--- config.mk ---
export PLATFORM = sky130hd
export DESIGN_NAME = otf_digit_collector
export DESIGN_NICKNAME = d
export VERILOG_FILES = /design/src/rtl/otf_digit_collector.sv
export SDC_FILE = /design/constraint.sdc
export NUM_CORES = 1
export LEC_CHECK = 0
export ABC_AREA = 1
export CAP_MARGIN = 10
export CORE_AREA = 2 2 52 59
export CTS_CLUSTER_SIZE = 24
export DETAILED_ROUTE_END_ITERATION = 16
export DIE_AREA = 0 0 54 61
export MAX_ROUTING_LAYER = met4
export PLACE_DENSITY_LB_ADDON = 0.25
export SLEW_MARGIN = 20
export SYNTH_ARGS = -nofsm -noshare
export SYNTH_HDL_FRONTEND = slang
export SYNTH_SLANG_ARGS = --single-unit
--- constraint.sdc ---
create_clock -name clk -period 1.25 [get_ports clk]
set_input_delay 0.25 -clock clk [delete_from_list [all_inputs] [get_ports clk]]
set_output_delay 0.25 -clock clk [all_outputs]
set_load 0.02 [all_outputs]
--- src/rtl/otf_digit_collector.sv ---
// On-the-fly converter: MSD-first signed-digit stream to an NDIG+1 bit two's-complement word.
// Optional illegal-digit detection is enabled by defining OTF_ERR_CHECK_EN.
module otf_digit_collector #(
    parameter int NDIG = 8
) (
    input  logic                      clk,
    input  logic                      rst,
    input  logic [1:0]                p,
    input  logic                      In_vd,
    output logic                      In_rd,
    output logic [NDIG:0]             q,
    output logic                      Out_vd,
    input  logic                      Out_rd,
    output logic [$clog2(NDIG+1)-1:0] dig_cnt,
    output logic                      dig_err
);

    localparam int CW = $clog2(NDIG + 1);

    typedef enum logic [0:0] {
        COLLECT = 1'b0,
        DONE    = 1'b1
    } state_t;

    function automatic logic digit_is_pos(input logic [1:0] d);
        return (d == 2'b10);
    endfunction

    function automatic logic digit_is_neg(input logic [1:0] d);
        return (d == 2'b01);
    endfunction

    state_t            state_r;
    state_t            state_s;
    logic [NDIG:0]     q_r;
    logic [NDIG:0]     q_s;
    logic [NDIG:0]     qm_r;
    logic [NDIG:0]     qm_s;
    logic [CW-1:0]     cnt_r;
    logic [CW-1:0]     cnt_s;
    logic              in_rd_r;
    logic              accept_s;
    logic              handshake_s;
    logic              last_s;

    assign accept_s    = In_vd && in_rd_r;
    assign handshake_s = (state_r == DONE) && Out_rd;
    assign last_s      = accept_s && (cnt_r == CW'(NDIG - 1));

    // Next-state logic: leave COLLECT on the final digit, leave DONE on the output handshake.
    always_comb begin
        state_s = state_r;
        case (state_r)
            COLLECT: begin
                if (last_s) begin
                    state_s = DONE;
                end else begin
                    state_s = COLLECT;
                end
            end
            DONE: begin
                if (handshake_s) begin
                    state_s = COLLECT;
                end else begin
                    state_s = DONE;
                end
            end
            default: state_s = COLLECT;
        endcase
    end

    // Q/QM conversion step; keeping QM = Q-1 lets a negative digit select instead of subtract.
    always_comb begin
        q_s   = q_r;
        qm_s  = qm_r;
        cnt_s = cnt_r;
        if (handshake_s) begin
            q_s   = {(NDIG + 1){1'b0}};
            qm_s  = {(NDIG + 1){1'b1}};
            cnt_s = {CW{1'b0}};
        end else if (accept_s) begin
            cnt_s = cnt_r + CW'(1);
            if (digit_is_pos(p)) begin
                q_s  = {q_r[NDIG-1:0], 1'b1};
                qm_s = {q_r[NDIG-1:0], 1'b0};
            end else if (digit_is_neg(p)) begin
                q_s  = {qm_r[NDIG-1:0], 1'b1};
                qm_s = {qm_r[NDIG-1:0], 1'b0};
            end else begin
                q_s  = {q_r[NDIG-1:0], 1'b0};
                qm_s = {qm_r[NDIG-1:0], 1'b1};
            end
        end else begin
            q_s   = q_r;
            qm_s  = qm_r;
            cnt_s = cnt_r;
        end
    end

    // State and datapath registers; In_rd is registered so it stays low during reset.
    always_ff @(posedge clk) begin
        if (rst) begin
            state_r <= COLLECT;
            q_r     <= {(NDIG + 1){1'b0}};
            qm_r    <= {(NDIG + 1){1'b1}};
            cnt_r   <= {CW{1'b0}};
            in_rd_r <= 1'b0;
        end else begin
            state_r <= state_s;
            q_r     <= q_s;
            qm_r    <= qm_s;
            cnt_r   <= cnt_s;
            in_rd_r <= (state_s == COLLECT);
        end
    end

`ifdef OTF_ERR_CHECK_EN
    logic err_r;
    logic err_s;

    // Sticky flag for an accepted 2'b11 digit, cleared at the next frame start.
    always_comb begin
        err_s = err_r;
        if (handshake_s) begin
            err_s = 1'b0;
        end else if (accept_s && (p == 2'b11)) begin
            err_s = 1'b1;
        end else begin
            err_s = err_r;
        end
    end

    // Error flag register.
    always_ff @(posedge clk) begin
        if (rst) begin
            err_r <= 1'b0;
        end else begin
            err_r <= err_s;
        end
    end

    assign dig_err = err_r;
`else
    assign dig_err = 1'b0;
`endif

    assign q       = q_r;
    assign Out_vd  = (state_r == DONE);
    assign In_rd   = in_rd_r;
    assign dig_cnt = cnt_r;

endmodule

==> qor.txt, run 1 <==
WP data arrival = 0.94 ns
Post-route design area = 1530 µm²
CTS tree = built
Max frequency = 839 MHz
Cts hold-fix bufs = 0
First-pass GRT wire length = 4.22 mm
DP HPWL = 1.82 mm
Antenna violations before repair = 0
Worst Path Max Fanout = 2
Delay-heaviest family, CP = flip-flops
R2R setup slack = 0.13 ns
Outcome = completed
Critical path's largest stage delay = 0.35 ns
Clock Latency Late Sink = 0.30 ns
RR Startpoint = In_rd
Hold Crit Depth = 4
Initial core utilization = 0.417
Slowest CP cell = dfxtp_1
Full die area = 3290 µm²
VDD IR max = 0.540 mV
Power consumption = 0.00146 W
Worst hold margin = 0.396 ns
ANT cells = 0
R2R Path End = q[0]
I/O pin cnt = 22
IO buf count = 20
CP Launch Type = flip-flop
DP Area = 1490 µm²
Post-synthesis area per instance = 6.87 µm²
Gr ovfl total = 0
HP Class = primary input to flip-flop
Commonest non-fill, non-tap cell in the layout = nand2_1
Critical path type = flip-flop to output pin
Num rows = 20
Wire per inst = 10.8 µm
Crit path buf inv count = 1
Clock Path Buffers = 2
Vias in the first global route = 1047
Synth Instances = 164
Max-cap violations = 0
Largest net degree at the start of global routing = 26
Antenna-violating nets left = 0
Pins Over Slew Limit = 0
CP Launch Point = dig_cnt[3]
CTS buffer count = 3
Synth-to-Final Area Change = 35.6%
Placeable Area = 2700 µm²
Vias per inst = 4.81
Core Util, Final = 0.565
Synth Warn # = 0
Syn_nets = 174
Chip height = 61 µm
Yosys reg bits = 23
Leakage = 0.765 nW
Post-synthesis sequential area ratio = 0.409
Final setup margin = 0.0576 ns
Power density over cell area = 959 nW/µm²
Fin nets = 214
Final Hold Fails = 0
Critical path cell sequence = clkdlybuf4s15_1
R2R cell count = 5
Synthesized cell area = 1130 µm²
Synth cell types = 16
Worst path required time = 1.00 ns
Postcts setup bufs = 0
Hold Path End = qm_r[0]
Reg clk slew, reported paths = 0.13 ns
Clk sinks = 23
Hold path start = p[1]
Crit path capture type = output pin
DIE WIDTH = 54 µm
Drt first pass iters = 4
Drt initial violations = 36
Setup Viol. Count Final = 0
Routability cong. = 0.800
Routed WL = 2.54 mm
DRC Markers = 0
Filler Cells Inserted = 247
Gr usage total = 0.177
Tmin final = 1.19 ns
Commonest cells after routing, fill and taps aside = nand2_1 (32), nor2_1 (29), dfxtp_1 (23), nand3_1 (18), buf_4 (18)
Share of post-route cells with drive strength above 1 = 0.241
CTS H-tree depth = 1
Clk_skew = 0.00799 ns
CTS root buf = clkbuf_4
Period Utilization, post-route = 0.954
Vias = 1136
Post-Place Worst Slack = -0.363 ns
[power breakdown]
group / internal [W] / total [W] / switching, W
clock: 0.000119 / 0.000335 / 0.000216
combinational: 0.000151 / 0.000328 / 0.000177
sequential: 0.000776 / 0.000801 / 0.0000250
[through the flow]
step / setup TNS [ns] / std cells
4_1_cts: 0 / 235
6_report: 0 / 236
2_1_floorplan: 0 / 164
5_1_grt: -0.00155 / 236
3_3_place_gp: -4.63 / 231
3_5_place_dp: -5.68 / 231
[tightest hold or removal path, stage by stage]
cell and delay (ns):
dlymetal6s2s_1 0.16, ha_4 0.14, a21oi_1 0.07, nand2_1 0.06
[synth_stat cells]
cell type	count	area [µm²]
nand2_1	33	124
nor2_1	30	113
dfxtp_1	23	460
nand3_1	18	90.1
inv_1	16	60.1
o21ai_0	15	75.1
a21oi_1	12	60.1
ha_1	4	50.1
buf_4	3	22.5
buf_2	2	10.0
buf_6	2	22.5
inv_2	2	7.51
buf_8	1	15.0
conb_1	1	3.75
nor2b_1	1	6.26
or2_2	1	6.26
[final cells by class]
| type | count | area, µm² | area share |
|---|---|---|---|
| clock inverters | 1 | 5.00 | 0.00328 |
| repair buffers | 43 | 362 | 0.237 |
| flip-flops and latches | 23 | 460 | 0.302 |
| clock buffers | 3 | 22.5 | 0.0148 |
| multi-input cells | 115 | 563 | 0.369 |
| well taps | 33 | 41.3 | 0.0270 |
| inverters | 18 | 72.6 | 0.0475 |
[sequential cells by signal, indices dropped and copies added, names as in the netlist]
| name | cells |
|---|---|
| In_rd | 1 |
| q | 9 |
| qm_r | 8 |
| Out_vd | 1 |
| dig_cnt | 4 |
[layer usage]
| metal | GRT usage | vias up | share of wire |
|---|---|---|---|
| li1 | - | 593 | - |
| met1 | 0.218 | 515 | 0.46 |
| met2 | 0.291 | 22 | 0.49 |
| met3 | 0.0222 | 6 | 0.037 |
| met4 | 0.0714 | 0 | 0.013 |
| met5 | - | - | 0 |
[cells by family after synthesis]
family                     synth area share
AOI/OAI and AO/OA                     0.120
adders and majority gates            0.0444
buffers and inverters                 0.122
DFF                                   0.409
other                               0.00333
and+or+nand+nor                       0.301
[how the worst max path moves through the flow]
stage / to / slack, ns / cells after the start
6_report: dig_cnt[3] / 0.06 / 1
5_1_grt: Out_vd / -0.002 / 6
4_1_cts: q[5] / 0.0005 / 1
3_5_place_dp: q[3] / -0.36 / 9
3_3_place_gp: q[2] / -0.32 / 9
2_1_floorplan: q[4] / 0.13 / 7
[what timing repair did]
| item | 4_1_cts | 5_1_grt |
|---|---|---|
| resized for setup | 27 | 32 |
| endpoints found under the hold margin | 0 | 0 |
| gates cloned | 0 | 1 |
| endpoints found under the setup margin | 20 | 26 |
Note: power is estimated with default switching activity, not from simulation.
==> inputs of run 2 (changes only) <==
Settings changed: CTS_CLUSTER_SIZE 24 to 8, PLACE_DENSITY from default to 0.67, PLACE_DENSITY_LB_ADDON 0.25 to default.
==> qor.txt, run 2 (synthesis gave the netlist of run 1 again) <==
Gr usage total = 0.173
Worst path required time = 1.00 ns
DP HPWL = 1.78 mm
NetSw = 0.000415 W
IO buf count = 20
Antenna violations before repair = 0
Gr ovfl total = 0
Cts hold-fix bufs = 0
Worst hold margin = 0.435 ns
Share of post-route cells with drive strength above 1 = 0.197
CTS buffer count = 3
WP data arrival = 0.97 ns
R2R cell count = 7
Full die area = 3290 µm²
Critical path type = flip-flop to output pin
Fin nets = 214
Delay-heaviest family, CP = flip-flops
Outcome = completed
Max FFs per register = 9
Crit path capture type = output pin
Pins Over Slew Limit = 0
DRC Markers = 0
Worst Path Max Fanout = 2
DIE WIDTH = 54 µm
Area of the multi-input gates = 551 µm²
Area taken by flip-flops and latches = 460 µm²
Num rows = 20
Vias per inst = 4.80
Tmin final = 1.22 ns
CTS tree = built
Max-cap violations = 0
CP Launch Type = flip-flop
Final std cells w/o fill = 236
Commonest non-fill, non-tap cell in the layout = nand2_1
Drt initial violations = 21
Critical path's largest stage delay = 0.36 ns
Number of cells on the critical path = 1
Reg clk slew, reported paths = 0.13 ns
Period Utilization, post-route = 0.973
Clk_skew = 0.00645 ns
Setup Viol. Count Final = 0
Filler Cells Inserted = 260
HP Class = primary input to flip-flop
Critical path cell sequence = clkdlybuf4s15_1
Postcts setup bufs = 0
Clock Latency Late Sink = 0.30 ns
Initial core utilization = 0.417
Vias = 1133
Antenna-violating nets left = 0
Sw frac = 0.284
Hold Crit Depth = 5
Drt first pass iters = 4
Synth-to-Final Area Change = 34.0%
Chip height = 61 µm
Sequential power share = 0.548
Post-Place Cells = 231
Routability cong. = 0.796
Clock Path Buffers = 2
CTS root buf = clkbuf_4
I/O pin cnt = 22
Vias in the first global route = 1021
Clock share of power = 0.236
Leakage = 0.738 nW
Slowest CP cell = dfxtp_1
Total internal power = 0.00105 W
Routed WL = 2.47 mm
ANT cells = 0
Clk sinks = 23
Power density over cell area = 968 nW/µm²
Combinational power share = 0.217
Crit path buf inv count = 1
CTS H-tree depth = 1
Placeable Area = 2700 µm²
First-pass GRT wire length = 4.15 mm
RSZ-0062 raised after global routing = yes
Max frequency = 822 MHz
Largest net degree at the start of global routing = 20
Wire per inst = 10.5 µm
VDD IR max = 0.492 mV
Final Hold Fails = 0
Commonest cells after routing, fill and taps aside = nand2_1 (32), nor2_1 (30), dfxtp_1 (23), buf_4 (20), nand3_1 (18)
[run 2: worst reg2reg max path, cell delays in order (launching register included)]
cell and delay [ns]:
dfxtp_1 0.37, buf_4 0.13, ha_1 0.13, inv_1 0.05, nor2_1 0.21, nand3_1 0.11
nand2_1 0.07, nor2_1 0.04
[run 2: final timing paths]
| path | startpoint | to | slack (ns) |
|---|---|---|---|
| max reg2reg | dig_cnt[1] | In_rd | 0.05 |
| max | In_rd | In_rd | 0.03 |
| min reg2reg | qm_r[0] | qm_r[0] | 0.48 |
| min | p[0] | qm_r[0] | 0.44 |
[run 2: layout make-up]
class | instances | share of cell area
multi-input combinational | 115 | 0.365
sequential | 23 | 0.305
timing repair buffer | 43 | 0.239
inverter | 18 | 0.0464
tap | 33 | 0.0274
clock buffer | 4 | 0.0174
[run 2: routing by layer]
layer / vias up / GRT usage / routed length [µm] / part of all wire
met5: - / - / 0 / 0
met3: 7 / 0.0222 / 57 / 0.023
li1: 594 / - / - / -
met2: 19 / 0.279 / 1230 / 0.50
met4: 0 / 0.0679 / 42 / 0.017
met1: 513 / 0.220 / 1140 / 0.46
[run 2: timing repair]
| action | CTS | global route |
|---|---|---|
| gates cloned | 0 | 1 |
| resized for setup | 22 | 26 |
| setup endpoints to repair | 18 | 28 |
[run 2: metrics by stage]
stage                     cell area [µm²]  utilization  total power (W)  setup slack [ns]  setup TNS (ns)
after global routing                 1510        0.558          0.00154          -0.00338        -0.00567
after detailed placement             1480        0.546          0.00114            -0.356           -5.44
after CTS                            1500        0.553          0.00147          0.000914               0
after global placement               1480        0.546          0.00113            -0.327           -4.73
final                                1510        0.558          0.00146            0.0334               0
after floorplan                      1130            -          0.00100             0.127               0
[run 2: power by group through the flow]
stage | Sequential [W] | Clock (W) | Combinational (W)
2_1_floorplan | 0.000850 | 0 | 0.000151
3_3_place_gp | 0.000815 | 0 | 0.000316
3_5_place_dp | 0.000816 | 0 | 0.000319
4_1_cts | 0.000799 | 0.000362 | 0.000308
5_1_grt | 0.000806 | 0.000381 | 0.000356
6_report | 0.000800 | 0.000344 | 0.000317
